`config.mk`:
```
export PLATFORM = sky130hd
export DESIGN_NAME = mc14433_rd_capture
export DESIGN_NICKNAME = d
export VERILOG_FILES = /design/src/rtl/mc14433_pkg.sv /design/src/rtl/mc14433_sync.sv /design/src/rtl/mc14433_rd_capture.sv
export SDC_FILE = /design/constraint.sdc
export NUM_CORES = 1
export LEC_CHECK = 0
export CAP_MARGIN = 20
export CORE_AREA = 2 2 82 84
export DETAILED_ROUTE_END_ITERATION = 10
export DIE_AREA = 0 0 84 86
export PLACE_DENSITY = 0.86
export SLEW_MARGIN = 20
export SYNTH_ARGS = -nofsm -noshare
export SYNTH_HDL_FRONTEND = slang
export SYNTH_SLANG_ARGS = --single-unit
```
`constraint.sdc`:
```
create_clock -name clk -period 5.8 [get_ports clk]
set_input_delay 1.74 -clock clk [delete_from_list [all_inputs] [get_ports clk]]
set_output_delay 1.74 -clock clk [all_outputs]
set_load 0.01 [all_outputs]
```
`src/rtl/mc14433_pkg.sv`:
```
// Shared types and constants for the MC14433 multiplexed-BCD reader.
// Holds the FSM states, strobe indices, range codes and the digit decode helpers.
package mc14433_pkg;

  typedef enum logic [2:0] {
    ST_IDLE    = 3'd0,
    ST_S1      = 3'd1,
    ST_S2      = 3'd2,
    ST_S3      = 3'd3,
    ST_S4      = 3'd4,
    ST_PUBLISH = 3'd5
  } state_t;

  localparam int DS1_IDX = 0;
  localparam int DS2_IDX = 1;
  localparam int DS3_IDX = 2;
  localparam int DS4_IDX = 3;

  localparam logic [1:0] RANGE_OK  = 2'b00;
  localparam logic [1:0] RANGE_OVR = 2'b01;
  localparam logic [1:0] RANGE_UDR = 2'b10;

  typedef struct packed {
    logic       msd;
    logic       pos;
    logic       ovr;
    logic       udr;
    logic [3:0] dig2;
    logic [3:0] dig1;
    logic [3:0] dig0;
  } reading_t;

  // On the DS1 slot Q0 flags an out-of-range reading; Q3 then tells over from under.
  function automatic logic [1:0] range_code(input logic [3:0] q);
    if (!q[0]) begin
      return RANGE_OK;
    end else if (q[3]) begin
      return RANGE_UDR;
    end else begin
      return RANGE_OVR;
    end
  endfunction

  function automatic reading_t latch_digit(input reading_t rd, input logic [1:0] idx,
                                           input logic [3:0] q);
    reading_t r;
    r = rd;
    case (idx)
      2'd0: begin
        r.msd = ~q[3];
        r.pos = q[2];
        r.ovr = (range_code(q) == RANGE_OVR);
        r.udr = (range_code(q) == RANGE_UDR);
      end
      2'd1:    r.dig2 = q;
      2'd2:    r.dig1 = q;
      2'd3:    r.dig0 = q;
      default: r = rd;
    endcase
    return r;
  endfunction

  function automatic state_t strobe_state(input logic [1:0] idx);
    case (idx)
      2'd0:    return ST_S1;
      2'd1:    return ST_S2;
      2'd2:    return ST_S3;
      default: return ST_S4;
    endcase
  endfunction

  function automatic logic [1:0] strobe_index(input state_t s);
    case (s)
      ST_S2:   return 2'd1;
      ST_S3:   return 2'd2;
      ST_S4:   return 2'd3;
      default: return 2'd0;
    endcase
  endfunction

endpackage

```
`src/rtl/mc14433_sync.sv`:
```
// Parameterized-width two-flop synchronizer with asynchronous active-low reset.
module mc14433_sync #(
  parameter int WIDTH = 1
) (
  input  logic             clk,
  input  logic             rst_n,
  input  logic [WIDTH-1:0] d,
  output logic [WIDTH-1:0] q
);

  logic [WIDTH-1:0] meta;

  // Two-stage resynchronization of an asynchronous bus.
  always_ff @(posedge clk or negedge rst_n) begin
    if (!rst_n) begin
      meta <= '0;
      q    <= '0;
    end else begin
      meta <= d;
      q    <= meta;
    end
  end

endmodule

```
`src/rtl/mc14433_rd_capture.sv`:
```
// Captures one MC14433 conversion from the DS1..DS4 strobed BCD bus and publishes it
// as a registered reading with a one-cycle valid pulse, or a seq_err pulse on a bad frame.
module mc14433_rd_capture
  import mc14433_pkg::*;
#(
  parameter int SETTLE  = 3,
  parameter int TIMEOUT = 4096
) (
  input  logic       clk,
  input  logic       rst_n,
  input  logic [3:0] q_in,
  input  logic [3:0] ds_in,
  input  logic       eoc_in,
  output logic       msd,
  output logic [3:0] dig2,
  output logic [3:0] dig1,
  output logic [3:0] dig0,
  output logic       pos,
  output logic       ovr,
  output logic       udr,
  output logic       rd_valid,
  output logic       seq_err
);

  logic [1:0] rst_pipe;
  logic       rst_int_n;
  logic [3:0] q_s, ds_s, ds_d, rise, exp_mask;
  logic       eoc_sync_unused;
  logic       multi, fail, do_enter, do_latch;
  logic [1:0] idx, enter_idx, latch_idx;
  logic [15:0] gap, gap_nx, gap_inc;
  logic [3:0] cnt, cnt_nx;
  logic       latched, latched_nx, bad, bad_nx, rd_valid_nx, seq_err_nx;
  state_t     state, state_nx;
  reading_t   shadow, shadow_nx, rd, rd_nx;

  // Reset asserts asynchronously, releases two clocks later.
  always_ff @(posedge clk or negedge rst_n) begin
    if (!rst_n) begin
      rst_pipe <= 2'b00;
    end else begin
      rst_pipe <= {rst_pipe[0], 1'b1};
    end
  end
  assign rst_int_n = rst_pipe[1];

  mc14433_sync #(.WIDTH(4)) u_sync_q   (.clk(clk), .rst_n(rst_n), .d(q_in),   .q(q_s));
  mc14433_sync #(.WIDTH(4)) u_sync_ds  (.clk(clk), .rst_n(rst_n), .d(ds_in),  .q(ds_s));
  mc14433_sync #(.WIDTH(1)) u_sync_eoc (.clk(clk), .rst_n(rst_n), .d(eoc_in), .q(eoc_sync_unused));

  assign rise     = ds_s & ~ds_d;
  assign multi    = |(ds_s & (ds_s - 4'd1));
  assign idx      = strobe_index(state);
  assign exp_mask = latched ? (4'b0001 << (idx + 2'd1)) : 4'b0000;
  assign gap_inc  = (gap == 16'(TIMEOUT)) ? gap : gap + 16'd1;

  // Next-state, shadow capture and publish decisions.
  always_comb begin
    state_nx    = state;
    latched_nx  = latched;
    cnt_nx      = cnt;
    gap_nx      = gap;
    shadow_nx   = shadow;
    bad_nx      = bad;
    rd_nx       = rd;
    rd_valid_nx = 1'b0;
    seq_err_nx  = 1'b0;
    fail        = 1'b0;
    do_enter    = 1'b0;
    enter_idx   = 2'd0;
    do_latch    = 1'b0;
    latch_idx   = 2'd0;

    case (state)
      ST_IDLE: begin
        if (rise[DS1_IDX] && !multi) begin
          do_enter  = 1'b1;
          enter_idx = 2'(DS1_IDX);
        end else begin
          gap_nx = 16'd0;
        end
      end
      ST_S1, ST_S2, ST_S3, ST_S4: begin
        if (multi) begin
          fail = 1'b1;
        end else if (|(rise & ~exp_mask)) begin
          fail = 1'b1;
          if (rise[DS1_IDX]) begin
            do_enter  = 1'b1;
            enter_idx = 2'(DS1_IDX);
          end else begin
            do_enter = 1'b0;
          end
        end else if (!latched && !ds_s[idx]) begin
          fail = 1'b1;
        end else if (gap == 16'(TIMEOUT - 1)) begin
          fail = 1'b1;
        end else if (!latched) begin
          gap_nx = gap_inc;
          if (cnt == 4'(SETTLE - 1)) begin
            do_latch  = 1'b1;
            latch_idx = idx;
          end else begin
            cnt_nx = cnt + 4'd1;
          end
        end else if (|rise) begin
          do_enter  = 1'b1;
          enter_idx = idx + 2'd1;
          gap_nx    = gap_inc;
        end else begin
          gap_nx = gap_inc;
        end
      end
      ST_PUBLISH: begin
        if (bad) begin
          seq_err_nx = 1'b1;
        end else begin
          rd_nx       = shadow;
          rd_valid_nx = 1'b1;
        end
        state_nx = ST_IDLE;
        gap_nx   = 16'd0;
      end
      default: state_nx = ST_IDLE;
    endcase

    if (fail) begin
      seq_err_nx = 1'b1;
      state_nx   = ST_IDLE;
      latched_nx = 1'b0;
      cnt_nx     = 4'd0;
      gap_nx     = 16'd0;
    end else begin
      seq_err_nx = seq_err_nx;
    end

    // A DS1 rise always opens a fresh frame, even when it aborts one in progress.
    if (do_enter) begin
      if (enter_idx == 2'(DS1_IDX)) begin
        shadow_nx = '0;
        bad_nx    = 1'b0;
        gap_nx    = 16'd0;
      end else begin
        bad_nx = bad;
      end
      state_nx   = strobe_state(enter_idx);
      latched_nx = 1'b0;
      cnt_nx     = 4'd1;
      if (SETTLE == 1) begin
        do_latch  = 1'b1;
        latch_idx = enter_idx;
      end else begin
        do_latch = 1'b0;
      end
    end else begin
      cnt_nx = cnt_nx;
    end

    if (do_latch) begin
      shadow_nx = latch_digit(shadow_nx, latch_idx, q_s);
      if (latch_idx != 2'(DS1_IDX) && q_s > 4'd9) begin
        bad_nx = 1'b1;
      end else begin
        bad_nx = bad_nx;
      end
      gap_nx = 16'd0;
      cnt_nx = 4'd0;
      if (latch_idx == 2'(DS4_IDX)) begin
        state_nx   = ST_PUBLISH;
        latched_nx = 1'b0;
      end else begin
        latched_nx = 1'b1;
      end
    end else begin
      shadow_nx = shadow_nx;
    end
  end

  // State, counters, shadow and registered outputs.
  always_ff @(posedge clk or negedge rst_int_n) begin
    if (!rst_int_n) begin
      state    <= ST_IDLE;
      ds_d     <= 4'b0000;
      latched  <= 1'b0;
      cnt      <= 4'd0;
      gap      <= 16'd0;
      shadow   <= '0;
      bad      <= 1'b0;
      rd       <= '0;
      rd_valid <= 1'b0;
      seq_err  <= 1'b0;
    end else begin
      state    <= state_nx;
      ds_d     <= ds_s;
      latched  <= latched_nx;
      cnt      <= cnt_nx;
      gap      <= gap_nx;
      shadow   <= shadow_nx;
      bad      <= bad_nx;
      rd       <= rd_nx;
      rd_valid <= rd_valid_nx;
      seq_err  <= seq_err_nx;
    end
  end

  assign msd  = rd.msd;
  assign pos  = rd.pos;
  assign ovr  = rd.ovr;
  assign udr  = rd.udr;
  assign dig2 = rd.dig2;
  assign dig1 = rd.dig1;
  assign dig0 = rd.dig0;

endmodule

```
* After elaboration in Yosys (flattened, before gate mapping)
Index checks and enable logic that the tools add are counted.
** Cells by class
- Divide/modulo/power cells :: 0
- Multiplexer cells :: 91
- Multiply operators :: 0
- Add/sub/neg operators :: 4
- Shifts and indexed selects :: 1
- $lt $le $gt $ge :: 2
- Reductions and logical operators :: 19
- Bitwise gates (word level) :: 7
- Equal/unequal tests :: 21
** Operator list (number)
- $mux 16 :: 13
- $mux 4 :: 15
- $pmux 16 s3 :: 1
- $mux 2 :: 18
- $mux 1 :: 35
- $ne 4x4->1 const B :: 5
- $add 16x1->16 const B :: 1
- $eq 16x12->1 const B :: 1
- $eq 16x13->1 const B :: 1
- $reduce_or 4->1 :: 4
- $mux 3 :: 5
- $and 4x4->4 :: 3
- $pmux 3 s3 :: 1
- $eq 2x2->1 const B :: 4
- $not 4->4 :: 2
- $reduce_and 7->1 :: 1
- $eq 2x1->1 const B :: 3
- $eq 3x2->1 const B :: 2
- $eq 3x3->1 const B :: 2
- $pmux 2 s3 :: 1
- $reduce_or 5->1 :: 1
- $add 4x1->4 const B :: 1
- $eq 4x2->1 const B :: 1
- $gt 4x4->1 const B :: 1
- other kinds (17) :: 23
** Storage, ports and cells
- Bits in latches :: 0
- Flip-flop bits (word level) :: 81
- Memories :: 0
- Output and inout port bits :: 18
- Input port bits :: 11
- ROM bits :: 0
- Bits in writable memories :: 0
- Word-level logic and storage cells :: 172

* Depth between registers and ports, before layout
- Depth in word-level cells :: 17
- Depth in mapped cells :: 11
- Mapped depth without buffers :: 10

* By module
From an unflattened synthesis, not the netlist that was laid out.
** Unflattened totals
- Cell total of the unflattened synthesis :: 368
- Area, all modules :: 3867.5 µm²
** By module, submodules not included
- mc14433_rd_capture :: sequential area each 1626.6 µm², times used 1, area each 3467.1 µm², cells each 352
- mc14433_sync :: sequential area each 200.2 µm², times used 2, area each 200.2 µm², cells each 8

* Worst setup path before layout
Ideal clock, no wire load.
- Path type :: flip-flop to flip-flop
- Start point :: register state[1]
- End point :: register gap[9]
- Setup slack :: 3282 ps
- Cell stages (with the launch flop) :: 9
- Data required time :: 5673 ps
- Data arrival time :: 2391 ps
- Buffers on the path :: 1
- Library setup time :: 127 ps
- Cells stage by stage :: dfrtp_1 buf_6 or2b_2 a21oi_2 mux2_4 or3_4 or4_1 o211ai_1 a21oi_1
** On the way
- Cells in the longest elaborated chain, start to end :: 15
** Ends and longest elaborated chain
- start: declaration :: RTL line mc14433_rd_capture.sv:34 : state_t state, state_nx;
- start signal: assignment :: RTL line mc14433_rd_capture.sv:193 : state <= state_nx;
- $eq 3x3->1 or $eq 3x2->1 (tied branches) :: RTL line mc14433_pkg.sv:73, mc14433_rd_capture.sv:74
- $pmux 2 s3 :: RTL line mc14433_pkg.sv:73 : case (s)
- $add 2x1->2 :: RTL line mc14433_rd_capture.sv:54, mc14433_rd_capture.sv:108
- $shl 1x2->4 :: RTL line mc14433_rd_capture.sv:54 : assign exp_mask = latched ? (4'b0001 << (idx + 2'd1)) : 4'b0000;
- $mux 4 :: RTL line mc14433_rd_capture.sv:54
- $not 4->4 :: RTL line mc14433_rd_capture.sv:86 : end else if (|(rise & ~exp_mask)) begin
- $and 4x4->4 :: RTL line mc14433_rd_capture.sv:86
- $reduce_or 4->1 :: RTL line mc14433_rd_capture.sv:86
- $mux 16, or another cell as far along :: RTL line mc14433_rd_capture.sv:86
- $mux 16, or another cell as far along :: RTL line mc14433_rd_capture.sv:84 : if (multi) begin
- $pmux 16 s3, or another cell as far along :: RTL line mc14433_rd_capture.sv:74 : case (state)
- $mux 16 or $logic_not 2->1 (tied branches) :: RTL line mc14433_rd_capture.sv:127, mc14433_rd_capture.sv:139
- $mux 16 :: RTL line mc14433_rd_capture.sv:139 : if (enter_idx == 2'(DS1_IDX)) begin
- $mux 16 :: RTL line mc14433_rd_capture.sv:138 : if (do_enter) begin
- $mux 16 * :: RTL line mc14433_rd_capture.sv:159 : if (do_latch) begin
- named net gap_nx[9] :: RTL line mc14433_rd_capture.sv:31 : logic [15:0] gap, gap_nx, gap_inc;
- end signal: assignment :: RTL line mc14433_rd_capture.sv:197 : gap <= gap_nx;
- end: declaration :: RTL line mc14433_rd_capture.sv:31
The timed path passes the listed nets; every way through them passes the cells marked *. The select of a mux whose other input is x is not followed.
A chain may end at the register's enable or synchronous reset.

* Final worst setup path
- Start point :: register state[2]
- End point :: register gap[9]
Same word-level chain as after synthesis.

==> flow_summary.ini <==
[timing]
relSlewSlack = 0.2766
whs_ns = 0.3534
tightest_slew_ns = 1.077
min_period_over_period = 0.6577
maxSlewViolCount = 0
post-route-min-period_ns = 3.814
tns_ns = 0
rsz0062_at_grt = false
hold_violations = 0
setup_viol = 0
fin_ws_ns = 1.986
maxClockFrequency_mhz = 262.2
clock-skew-final_ns = 0.01671

[critical_path]
regToRegStartpoint = state[2]
worstSetupStartpointType = flip-flop
critPathMaxFanout = 21
crit_type = reg2reg
crit_start = state[2]
cp-end-kind = flip-flop
arrival_ns = 4.10
required_ns = 6.08

[global_routing]
grt_pass1_vias = 2925
grt_pass1_wl_mm = 14.01
grt.overflow.total = 0
grt_start_max_net_pins = 64
grt_antenna_before_repair = 0
grt_use_total = 0.2455

[finish]
multi_input_area_um2 = 1720
fin_cells = 474
nNetsFinal = 409
diodes = 0
syn2layout_area_growth_pct = 12.87
regArea_um2 = 2028
fill_cells = 474
reg_top3 = gap: 16 flops, shadow: 16 flops
fin_area_um2 = 4388
layout-drive-gt1-share = 0.1310

[floorplan]
die_height_um = 86
start_util = 0.6193
num_rows = 29
fp.dieW_um = 84
io_pins = 29
dieArea_um2 = 7224
core_area_um2 = 6277

[synth]
synth_top_area_cell = dfrtp_1
synth_top_cell_area_share = 0.5214
yosys_warnings = 0
ys_seq_area_frac = 0.5214
syn_inst = 365
synthArstFlopShare = 1.000
synthesis.area_um2 = 3887
synth_area_leaders = dfrtp_1 (52%), mux2_2 (4.6%), nand2_1 (3.4%), a21oi_1 (2.4%), nand3_1 (2.2%)
synth_edf_count = 0
synth.distinct_cells = 67
synth_fp_nets = 382
synth_ff_type = dfrtp_1
yosys_register_bits = 81
syn_avg_cell_area_um2 = 10.65

[route]
ant_nets = 0
post_drt_wl_per_cell_um = 17.49
wl_met1_mm = 3.659
vias_per_cell = 6.536
route.met3.wl_um = 479
top_layer_used = met4
dr_wl_met2_mm = 3.985
dr.pass1.iters = 4
drt-initial-drc-count = 301
wl_mm = 8.289
via_count = 3098
drc = 0

[min_path]
worstHoldStart = u_sync_q.meta[1]
min_path_type = reg2reg

[clocking]
clk_pin_slew_ns = 0.08
postCtsSetupBuffers = 0
cts.sinks = 81
post_cts_resized = 0
root_buffer = clkbuf_8
htree_levels = 3
cts_hold_buf = 0
cts_tree = built
numCtsBuffers = 9
insertion_delay_ns = 0.36
clockBufferDepth = 2

[placed_design]
pre_cts_slack_ns = 2.055
dpl_cell_area_um2 = 4194
hpwl_mm = 5.722
port_buffers = 27
dpl.cell_count = 458
place_congestion = 0.9086

[power_and_ir_drop]
power-per-cell-area_nw_per_um2 = 240.8
peakVddDrop_mv = 0.2509
p_leak_nw = 1.900

[run]
drv_cap = 0

[status]
status = complete, no violations
-- layer usage --
layer	GRT usage	up-vias
li1	-	1423
met1	0.3428	1508
met2	0.3862	147
met3	0.04235	20
met4	0.1012	0
met5	0	-
-- final cells by class --
cell class	instances	share of cell area
Clock buffer	10	0.02908
Clock inverter	6	0.01511
Inverter	17	0.01454
Multi-Input combinational cell	254	0.3921
Sequential cell	81	0.4622
Tap cell	77	0.02196
Timing Repair Buffer	29	0.06501
-- placed cells by master, fill, tap and decap left out, drive strengths merged, types with 7 or more instances in the layout --
| cell type | n |
|---|---|
| dfrtp | 81 |
| nand2 | 35 |
| clkdlybuf4s50 | 27 |
| nor2 | 20 |
| a21oi | 20 |
| inv | 19 |
| nand3 | 17 |
| mux2 | 17 |
| o21ai | 15 |
| clkbuf | 10 |
| nand4 | 9 |
| o22ai | 8 |
| nand2b | 8 |
| or3 | 8 |
| o211ai | 7 |
| nor4 | 7 |
-- cell families (layout without fill, tap and decap cells) --
logic type                 count (synthesis)  in the layout  synth area share
AOI/OAI and AO/OA                         94             94            0.1735
xor gates and xnor gates                   2              2          0.004507
adders and majority gates                  7              7           0.02189
buffers and inverters                     30             62           0.03605
DFF                                       81             81            0.5214
muxes                                     18             18           0.05278
other                                      1              1         0.0009646
and+or+nand+nor                          132            132            0.1889
-- synth_stat cells, types with 5 or more instances --
cell / instances
a21oi_1: 19
inv_1: 17
ha_1: 6
nand2b_1: 7
nor2_1: 19
mux2_2: 16
or3_1: 7
dfrtp_1: 81
buf_2: 7
o211ai_1: 7
o21ai_0: 10
nand4_1: 9
nand3_1: 17
o2bb2ai_1: 5
o22ai_1: 8
nor4_1: 5
and4_1: 5
nand2_1: 35
-- worst max-delay path: stages, from the launching register on --
cell and delay [ns]:
dfrtp_1 0.72, or2b_2 0.38, a21oi_2 0.22, mux2_4 0.35
nor4_4 0.93, nand3_1 0.45, or4_1 0.51, a21oi_1 0.17
-- final timing paths --
kind / end / slack [ns] / depth (start not counted)
worst max register to register: gap[9] / 1.99 / 7
max in group asynchronous: rst_pipe[1] / 3.53 / 1
worst min-delay path: u_sync_q.q[1] / 0.35 / 0
min in group asynchronous: dig2[2] / 0.43 / 1
worst max-delay path: gap[9] / 1.99 / 7
worst min register to register: u_sync_q.q[1] / 0.35 / 0
-- power breakdown --
group	leakage, nW	switching, W	internal [W]
clock network	0.101	0.000209	0.000201
registers	1.07	0.0000105	0.000576
logic	0.728	0.0000385	0.0000210
total	1.90	0.000258	0.000798
-- through the flow --
stage	power, W	util
5_1_grt	0.001096	0.6990
2_1_floorplan	0.0006335	-
3_3_place_gp	0.0006529	0.6681
3_5_place_dp	0.0006576	0.6681
4_1_cts	0.001060	0.6990
6_report	0.001057	0.6990
Power figures use the tool's default switching activity.
